===== config.mk =====
export PLATFORM = sky130hd
export DESIGN_NAME = subtractor_16bit_serial
export DESIGN_NICKNAME = d
export VERILOG_FILES = /design/src/rtl/subtractor_16bit_serial_pkg.sv /design/src/rtl/subtractor_16bit_serial_sub_digit.sv /design/src/rtl/subtractor_16bit_serial.sv
export SDC_FILE = /design/constraint.sdc
export NUM_CORES = 1
export LEC_CHECK = 0
export CELL_PAD_IN_SITES_DETAIL_PLACEMENT = 0
export CELL_PAD_IN_SITES_GLOBAL_PLACEMENT = 2
export CORE_UTILIZATION = 33
export DETAILED_ROUTE_END_ITERATION = 7
export GPL_ROUTABILITY_DRIVEN = 0
export PLACE_DENSITY_LB_ADDON = 0.3
export SETUP_SLACK_MARGIN = 0.2
export SLEW_MARGIN = 30
export SYNTH_ARGS = -nofsm -noshare
export SYNTH_HDL_FRONTEND = slang
export SYNTH_SLANG_ARGS = --single-unit
export TNS_END_PERCENT = 50

===== constraint.sdc =====
create_clock -name clk -period 3.8 [get_ports clk]
set_input_delay 0.38 -clock clk [delete_from_list [all_inputs] [get_ports clk]]
set_output_delay 0.38 -clock clk [all_outputs]
set_load 0.02 [all_outputs]

===== src/rtl/subtractor_16bit_serial_pkg.sv =====
// Shared definitions for the digit-serial subtractor: controller states and
// default operand/digit widths.
package subtractor_16bit_serial_pkg;

  localparam int DEFAULT_WIDTH = 16;
  localparam int DEFAULT_DIGIT = 4;

  typedef enum logic [1:0] {
    IDLE = 2'd0,
    CALC = 2'd1,
    DONE = 2'd2
  } state_t;

endpackage


===== src/rtl/subtractor_16bit_serial_sub_digit.sv =====
// One DIGIT-wide slice of x - y - bi; the extra MSB of the widened
// difference is the borrow out of the slice.
module sub_digit
  import subtractor_16bit_serial_pkg::*;
#(
  parameter int DIGIT = DEFAULT_DIGIT
) (
  input  logic [DIGIT-1:0] x,
  input  logic [DIGIT-1:0] y,
  input  logic             bi,
  output logic [DIGIT-1:0] d,
  output logic             bo
);

  logic [DIGIT:0] full;

  assign full = {1'b0, x} - {1'b0, y} - {{DIGIT{1'b0}}, bi};
  assign d    = full[DIGIT-1:0];
  assign bo   = full[DIGIT];

endmodule


===== src/rtl/subtractor_16bit_serial.sv =====
// Digit-serial subtractor: latches an operand set, subtracts one DIGIT slice
// per cycle LSB first, then holds the result until the consumer takes it.
module subtractor_16bit_serial
  import subtractor_16bit_serial_pkg::*;
#(
  parameter int WIDTH = DEFAULT_WIDTH,
  parameter int DIGIT = DEFAULT_DIGIT
) (
  input  logic             clk,
  input  logic             rst_n,
  input  logic             in_valid,
  output logic             in_ready,
  input  logic [WIDTH-1:0] a,
  input  logic [WIDTH-1:0] b,
  input  logic             bin,
  output logic             out_valid,
  input  logic             out_ready,
  output logic [WIDTH-1:0] diff,
  output logic             bout,
  output logic             overflow
);

  localparam int NDIG = WIDTH / DIGIT;
  localparam int CW   = (NDIG > 1) ? $clog2(NDIG) : 1;

  state_t           state;
  state_t           state_next;
  logic [CW-1:0]    cnt;
  logic [WIDTH-1:0] a_reg;
  logic [WIDTH-1:0] b_reg;
  logic [WIDTH-1:0] diff_reg;
  logic             borrow;
  logic [DIGIT-1:0] slice_a;
  logic [DIGIT-1:0] slice_b;
  logic [DIGIT-1:0] slice_d;
  logic             slice_bo;
  logic             last_digit;

  assign last_digit = (cnt == CW'(NDIG - 1));

  always_ff @(posedge clk or negedge rst_n) begin
    if (!rst_n) state <= IDLE;
    else        state <= state_next;
  end

  always_comb begin
    state_next = state;
    case (state)
      IDLE:    if (in_valid)   state_next = CALC;
      CALC:    if (last_digit) state_next = DONE;
      DONE:    if (out_ready)  state_next = IDLE;
      default: state_next = IDLE;
    endcase
  end

  always_comb begin
    in_ready  = (state == IDLE);
    out_valid = (state == DONE);
  end

  // Constant-base slice selection keeps the mux free of variable part-selects.
  always_comb begin
    slice_a = '0;
    slice_b = '0;
    for (int i = 0; i < NDIG; i++) begin
      if (cnt == CW'(i)) begin
        slice_a = a_reg[i*DIGIT +: DIGIT];
        slice_b = b_reg[i*DIGIT +: DIGIT];
      end
    end
  end

  sub_digit #(.DIGIT(DIGIT)) u_sub_digit (
    .x  (slice_a),
    .y  (slice_b),
    .bi (borrow),
    .d  (slice_d),
    .bo (slice_bo)
  );

  // The borrow register doubles as the running borrow and the final bout.
  always_ff @(posedge clk or negedge rst_n) begin
    if (!rst_n) begin
      a_reg    <= '0;
      b_reg    <= '0;
      diff_reg <= '0;
      borrow   <= 1'b0;
      cnt      <= '0;
    end else begin
      case (state)
        IDLE: begin
          if (in_valid) begin
            a_reg  <= a;
            b_reg  <= b;
            borrow <= bin;
            cnt    <= '0;
          end
        end
        CALC: begin
          for (int i = 0; i < NDIG; i++) begin
            if (cnt == CW'(i)) diff_reg[i*DIGIT +: DIGIT] <= slice_d;
          end
          borrow <= slice_bo;
          cnt    <= last_digit ? '0 : cnt + CW'(1);
        end
        default: ;
      endcase
    end
  end

  assign diff     = diff_reg;
  assign bout     = borrow;
  assign overflow = (a_reg[WIDTH-1] != b_reg[WIDTH-1]) &&
                    (diff_reg[WIDTH-1] != a_reg[WIDTH-1]);

endmodule

Yosys cells after proc, flatten, opt, wreduce, memory -nomap -nowiden
Index checks and enable logic that the tools add are counted.
Operators by class
  add/subtract/negate cells: 3
  eq/ne operators: 10
  multiplexer cells: 17
  reduce and logical (&&, ||, !) cells: 11
Operators with widths (number)
  $mux W4: 8
  $reduce_and A2 Y1: 6
  $mux W2: 5
  $eq A2 B2 Y1 const B: 3
  $pmux W2 S3: 1
  $sub A4 B4 Y5: 1
  $sub A5 B1 Y5: 1
  $eq A2 B1 Y1 const B: 2
  $logic_not A2 Y1: 2
  $ne A2 B2 Y1 const B: 2
  $pmux W2 S2: 1
  $reduce_and A3 Y1: 1
  $add A2 B1 Y2 const B: 1
  $ne A1 B1 Y1: 2
  $ne A2 B1 Y1 const B: 1
  $pmux W1 S2: 1
  $reduce_bool A2 Y1: 1
  $logic_and A1 B1 Y1: 1
  $mux W1: 1
Storage, ports and cells
  bits in registers: 53
  input port bits: 37
  output and inout port bits: 20

Longest topological paths before layout
Gate-level depths: netlist of the first run.
  depth in word-level cells: 8
  depth in mapped cells: 15

By module
Synthesis of the first run repeated with hierarchy kept, for this count alone.
Second synthesis, totals
  cell total of the unflattened synthesis: 192
  area, all modules: 2621.3 µm²
By module, submodules not included
  subtractor_16bit_serial: instances 1, cells an instance 168, area an instance 2413.6 µm²
  sub_digit: instances 1, cells an instance 24, area an instance 207.7 µm²

Worst setup path before layout of the first run
OpenSTA, ideal clock, no wires.
  path type: register to register
  start: register cnt[0]
  end: register borrow, in the netlist bout
  library setup time: 0.129 ns
  arrival time: 2.532 ns
  setup slack: 1.139 ns
  stages on the path, launching flop included: 14
  path buffers: 1
  period minus slack after synthesis: 2.661 ns
  cells stage by stage: dfrtp_1 > ha_1 > buf_2 > nand3b_1 > a21oi_1 > a21oi_1 > o21ai_0 > fa_1 > inv_1 > fa_1 > nand2b_1 > a21oi_1 > xnor2_1 > a21oi_1
Between the ends
  word-level cells in the longest chain between the ends: 8
  elaborated cells between the ends (all ways): 15
  classes of those cells: 2 x add/sub; 3 x eq/ne; 9 x mux; 1 x reduce/logical
RTL lines
  start: declaration: line subtractor_16bit_serial.sv:28  | logic [CW-1:0] cnt;
  start signal: assignment: line subtractor_16bit_serial.sv:104  | cnt <= last_digit ? '0 : cnt + CW'(1);
  $logic_not A2 Y1: line subtractor_16bit_serial.sv:66  | if (cnt == CW'(i)) begin
  $mux W4 (4 in series): line subtractor_16bit_serial.sv:66
  $sub A4 B4 Y5 *: line subtractor_16bit_serial_sub_digit.sv:17  | assign full = {1'b0, x} - {1'b0, y} - {{DIGIT{1'b0}}, bi};
  $sub A5 B1 Y5 *: line subtractor_16bit_serial_sub_digit.sv:17
  $pmux W1 S2 *: line subtractor_16bit_serial.sv:90  | case (state)
  end signal: assignment: line subtractor_16bit_serial.sv:95  | borrow <= bin;
  end signal: assignment: line subtractor_16bit_serial.sv:103  | borrow <= slice_bo;
  end: declaration: line subtractor_16bit_serial.sv:32  | logic borrow;
Mark *: on every way between the ends. The rest lies on a longest branch, timed or not.
A chain may end at the register's enable or synchronous reset.

Final worst setup path of the first run
  start: register cnt[1]
  end: register borrow, in the netlist bout
The elaborated chain is that of the path after synthesis.

==> results of run 1 <==
==> synthesized netlist by cell type (all sizes together) <==
| master | n |
|---|---|
| dfrtp | 53 |
| mux2 | 36 |
| nand2 | 13 |
| nor2 | 13 |
| nor2b | 12 |
| a21oi | 11 |
| o21ai | 11 |
| buf | 8 |
| ha | 8 |
| nand3b | 8 |
| nor3 | 8 |
| inv | 7 |
| a221oi | 6 |
| mux2i | 4 |
| nand2b | 4 |
| a211oi | 3 |
| clkbuf | 3 |
| o211ai | 3 |
| o31ai | 3 |
| a22o | 2 |
| fa | 2 |
| xnor2 | 2 |
| nand3 | 1 |
| nand4bb | 1 |
| nor3b | 1 |
| o22a | 1 |
| o22ai | 1 |
| or3 | 1 |
==> worst max-delay path: stages, from the launching register on <==
cell      delay (ns)
dfrtp_1         0.42
inv_1           0.09
ha_1            0.45
nor2b_1         0.09
a221oi_1        0.34
nor3_1          0.09
a21oi_1         0.24
fa_1            0.21
inv_1           0.07
fa_1            0.41
nand2b_1        0.16
a21oi_1         0.17
xnor2_1         0.15
a21oi_1         0.08
==> layer usage <==
metal / global-route usage, % / share of wire (%) / up-vias / routed length (um)
li1: - / - / 906 / -
met1: 19.5 / 49 / 870 / 2650
met2: 22.8 / 47 / 42 / 2540
met3: 3.02 / 3.6 / 6 / 196
met4: 3.57 / 0.97 / 0 / 53
met5: 0 / 0 / - / 0
==> final cells by class <==
cell class | instances | area (um2)
multi-input combinational | 155 | 1230
tap | 102 | 128
timing repair buffer | 58 | 571
inverter | 7 | 26.3
sequential | 53 | 1330
clock inverter | 2 | 37.5
fill | 724 | 4330
clock buffer | 6 | 82.6
==> where the power goes <==
group,internal (mW),switching [mW],total [mW]
combinational,0.993,1.10,2.10
sequential,0.862,0.200,1.06
clock,0.214,0.182,0.396
total,2.07,1.49,3.56
==> worst max path at each step <==
stage                     startpoint  endpoint  slack (ns)
after floorplan               cnt[0]      bout        1.14
after global placement        cnt[1]      bout        0.75
after detailed placement      cnt[1]      bout        0.72
after CTS                     cnt[1]      bout        0.70
after global routing          cnt[1]      bout        0.41
final                         cnt[1]      bout        0.70
==> through the flow <==
| step | util, % | worst slack (ns) | power [mW] |
|---|---|---|---|
| after floorplan | - | 1.14 | 2.58 |
| after global placement | 42.4 | 0.746 | 3.19 |
| after detailed placement | 42.4 | 0.721 | 3.20 |
| after CTS | 44.0 | 0.700 | 3.61 |
| after global routing | 44.0 | 0.407 | 3.92 |
| final | 44.0 | 0.702 | 3.56 |
==> cells by family after synthesis <==
| family | after synthesis | share of synthesized area [%] |
|---|---|---|
| and+or+nand+nor | 62 | 13.0 |
| DFF | 53 | 50.2 |
| AOI/OAI and AO/OA | 41 | 10.6 |
| muxes | 40 | 16.8 |
| buffers and inverters | 18 | 3.45 |
| adders and majority gates | 10 | 5.30 |
| xor gates and xnor gates | 2 | 0.663 |
==> qor.csv, run 1 <==
stage;metric;value;unit
outcome;status;finished clean;
layout;Nets;327;
sta;final-report hold violation count;0;
die;Die ar.;8370;um2
clock_network;CTS Buf Count;5;
synthesis;Yosys top cell by area;dfrtp_1;
synthesis;register area share after synthesis;50.2;%
global_routing;first-pass GRT wire length;9320;um
synthesis;top cell type's share of synthesized area;50.2;%
global_routing;Tot GR Track Use;14.2;%
power_and_ir_drop;Pwr Density;1050;nW/um2
critical_path;CP Launch Type;flop;
sta;slew of the pin with the lowest slew margin;0.682;ns
place;IO Port Bufs;56;
sta;Max Fclk;323;MHz
die;Top Ports;57;
power_and_ir_drop;Lkg Pwr;1.37;nW
clock_network;CTS Hold Bufs;0;
synthesis;cell area after synthesis;2640;um2
synthesis;Synth Net Count;273;
sta;slew margin rel.;54.6;%
layout;Layout area overhead;28.5;%
drt;via count;1824;
layout;most common cell after layout, fill and taps aside;clkdlybuf4s50_1;
layout;Final Cell Area;3400;um2
die;row cnt;32;
die;Initial Util;34.2;%
global_routing;Overflow after GRT;0;
layout;fin cells;383;
synthesis;Cell variety after synth;35;
critical_path;reg2reg setup slack;0.70;ns
critical_path;reg2reg start;cnt[1];
synthesis;synthesized instance count;226;
critical_path;Reg-to-Reg End;bout;
die;die span in x;91.5;um
global_routing;antenna violations before repair;0;
clock_network;clk sink count;53;
critical_path;Worst Path Max Fanout;14;
clock_network;Clock transition at path regs;0.10;ns
critical_path;Setup crit end kind;flop;
hold_path;min-delay worst type;input pin to async pin;
sta;fin crit share;81.5;%
drt;detailed-router iteration count before antenna repair;4;
sta;setup_tns;0;ns
layout;share of layout cells above drive strength 1;17.8;%
power_and_ir_drop;highest ir drop seen on vdd;400;uV
layout;n_diodes;0;
drt;antenna-violating nets left;0;
clock_network;PostCTS Resize Cnt;0;
synthesis;Ys Warns;0;
clock_network;worst skew pair latency;0.30;ns
critical_path;crit path kind;flop to flop;
clock_network;htree depth;2;
clock_network;setup bufs post-CTS;0;
job;max cap viols;0;
synthesis;ranking of synthesized cells by area;dfrtp_1 50%, mux2_2 14%, ha_1 3.8%;
critical_path;R2R depth;13;
drt;DRC Markers;0;
drt;Vias/cell;4.76;
clock_network;Max clock buf depth;2;
global_routing;pin count of the biggest net entering global routing;54;
die;Vert. Die Dim;91.5;um
layout;most frequent cells in the layout;55 x clkdlybuf4s50_1, 53 x dfrtp_1, 34 x mux2_2;
clock_network;CTS tree;built;
die;Core Region;7730;um2
sta;Clock Skew;0.00710;ns
synthesis;Avg Cell Area, Syn;11.7;um2
critical_path;CP Data Arrival Time;3.28;ns
synthesis;register bit total from synthesis;53;
place;DP Area;3280;um2
global_routing;vias in the first global route;1894;
drt;DR iter-0 viols;40;
sta;hold_ws;0.204;ns
sta;Slew Viols, Final;0;
clock_network;Root Buffer;clkbuf_8;
place;HPWL Detailed;3980;um
place;placed cells;375;
sta;Tmin final;3.10;ns
sta;final-report setup violation count;0;
drt;final WL;5440;um
sta;RSZ-0062 raised after global routing;no;
critical_path;Critical Path RT;3.98;ns
drt;drt wl/cell;14.2;um
Power figures use the tool's default switching activity.
==> inputs of run 2 (changes only) <==
CORE_UTILIZATION = 30   (was 33)
clock period = 2.5 ns   (was 3.8 ns; I/O delays follow)
==> qor.csv, run 2 (synthesis results as in run 1) <==
stage;metric;value;unit
drt;DR top layer;met4;
clock_network;CTS Hold Bufs;0;
clock_network;htree depth;2;
sta;Final WS setup;-0.104;ns
sta;Max Fclk;384;MHz
critical_path;Critical Path RT;2.72;ns
place;DP Area;3520;um2
critical_path;Setup crit end kind;flop;
global_routing;pin count of the biggest net entering global routing;33;
clock_network;clk sink count;53;
sta;hold_ws;-0.0238;ns
layout;n_diodes;0;
layout;share of layout cells above drive strength 1;35.9;%
hold_path;min-delay worst type;input pin to async pin;
die;Initial Util;31.5;%
outcome;failing checks;hold timing, setup timing;
sta;Tmin final;2.60;ns
sta;final-report setup violation count;9;
clock_network;CTS tree;built;
sta;Clock Skew;0.00707;ns
critical_path;crit path kind;flop to flop;
die;Core Region;8380;um2
sta;slew margin rel.;54.3;%
drt;met2 wire len;2810;um
sta;setup_tns;-0.471;ns
global_routing;Tot GR Track Use;14.2;%
critical_path;slowest CP cell;dfrtp_1;
global_routing;first-pass GRT wire length;9870;um
critical_path;CP Data Arrival Time;2.82;ns
layout;Final Cell Area;3830;um2
sta;fin crit share;104;%
drt;drt wl/cell;14.9;um
drt;via count;1933;
layout;Nets;353;
job;max cap viols;0;
drt;DRC Markers;0;
critical_path;Worst Path Max Fanout;8;
clock_network;Clock transition at path regs;0.10;ns
clock_network;CTS Buf Count;5;
critical_path;Critical Path, Cell by Cell;inv_2, ha_4, buf_6, a221oi_2, nor3_2, a21oi_1, ha_1, inv_2, ha_4, buf_4, buf_4, nor3_4, a21oi_2, o211ai_1;
critical_path;family with the most delay on the worst path;adder cells;
die;die span in x;95.9;um
clock_network;Root Buffer;clkbuf_8;
layout;Layout area overhead;44.7;%
drt;met3 WL;201;um
die;row cnt;33;
global_routing;Overflow after GRT;0;
die;Die ar.;9190;um2
sta;Slew Viols, Final;0;
layout;most common cell after layout, fill and taps aside;clkdlybuf4s50_1;
critical_path;worst stage delay on the critical path;0.44;ns
drt;Vias/cell;4.70;
drt;detailed-router iteration count before antenna repair;4;
critical_path;CP Launch Type;flop;
global_routing;vias in the first global route;1964;
sta;slew of the pin with the lowest slew margin;0.686;ns
outcome;status;finished, violations left;
place;IO Port Bufs;56;
critical_path;crit path buf inv count;5;
die;Top Ports;57;
sta;RSZ-0062 raised after global routing;yes;
clock_network;Max clock buf depth;2;
sta;final-report hold violation count;27;
layout;most frequent cells in the layout;55 x clkdlybuf4s50_1, 52 x dfrtp_1, 34 x mux2_2;
drt;final WL;6110;um
place;Post-Place Worst Slack;-0.288;ns
die;Vert. Die Dim;95.9;um
drt;antenna-violating nets left;0;
global_routing;antenna violations before repair;0;
clock_network;worst skew pair latency;0.31;ns
place;HPWL Detailed;4380;um
drt;Met1 Routed Length;3040;um
drt;DR iter-0 viols;45;
run 2: metal layers:
layer	vias to the layer above	track usage [%]
li1	961	-
met1	921	20.4
met2	44	22.0
met3	7	2.37
met4	0	3.73
met5	-	0
run 2: timing repair:
action	in CTS	in global routing
buffers inserted	2	6
setup endpoints to repair	13	13
pin swaps	10	10
gates resized for setup	12	15
run 2: cell type report:
type | count | area [um2]
Clock buffer | 5 | 68.8
Tap cell | 105 | 131
Inverter | 7 | 28.8
Timing Repair Buffer | 84 | 823
Fill cell | 791 | 4560
Clock inverter | 2 | 35.0
Sequential cell | 53 | 1330
Multi-Input combinational cell | 155 | 1410
run 2: worst paths after layout:
path,start,to,slack [ns],cells past startpoint
worst max-delay path,cnt[1],diff[11],-0.10,14
worst min-delay path,rst_n,a_reg[9],-0.02,1
worst max register to register,cnt[1],diff[11],-0.10,14
worst min register to register,diff[12],diff[12],0.49,2
max in group asynchronous,rst_n,b_reg[14],1.95,2
min in group clk,diff[12],diff[12],0.49,2
run 2: through the flow:
step           cells  utilization [%]
6_report         411             45.6
4_1_cts          405             44.2
2_1_floorplan    226                -
3_5_place_dp     396             41.9
5_1_grt          411             45.6
3_3_place_gp     396             41.9
run 2: worst register-to-register path, delay by kind of cell (launching register included):
family / cells / cell delay, ns
and+or+nand+nor: 2 / 0.27
buffers and inverters: 5 / 0.60
adders and majority gates: 3 / 0.65
AOI/OAI and AO/OA: 4 / 0.57
DFF: 1 / 0.44
Power of run 2 is not shown: default switching activity piles up to over one toggle a cycle in this logic, so the estimate is an artifact.
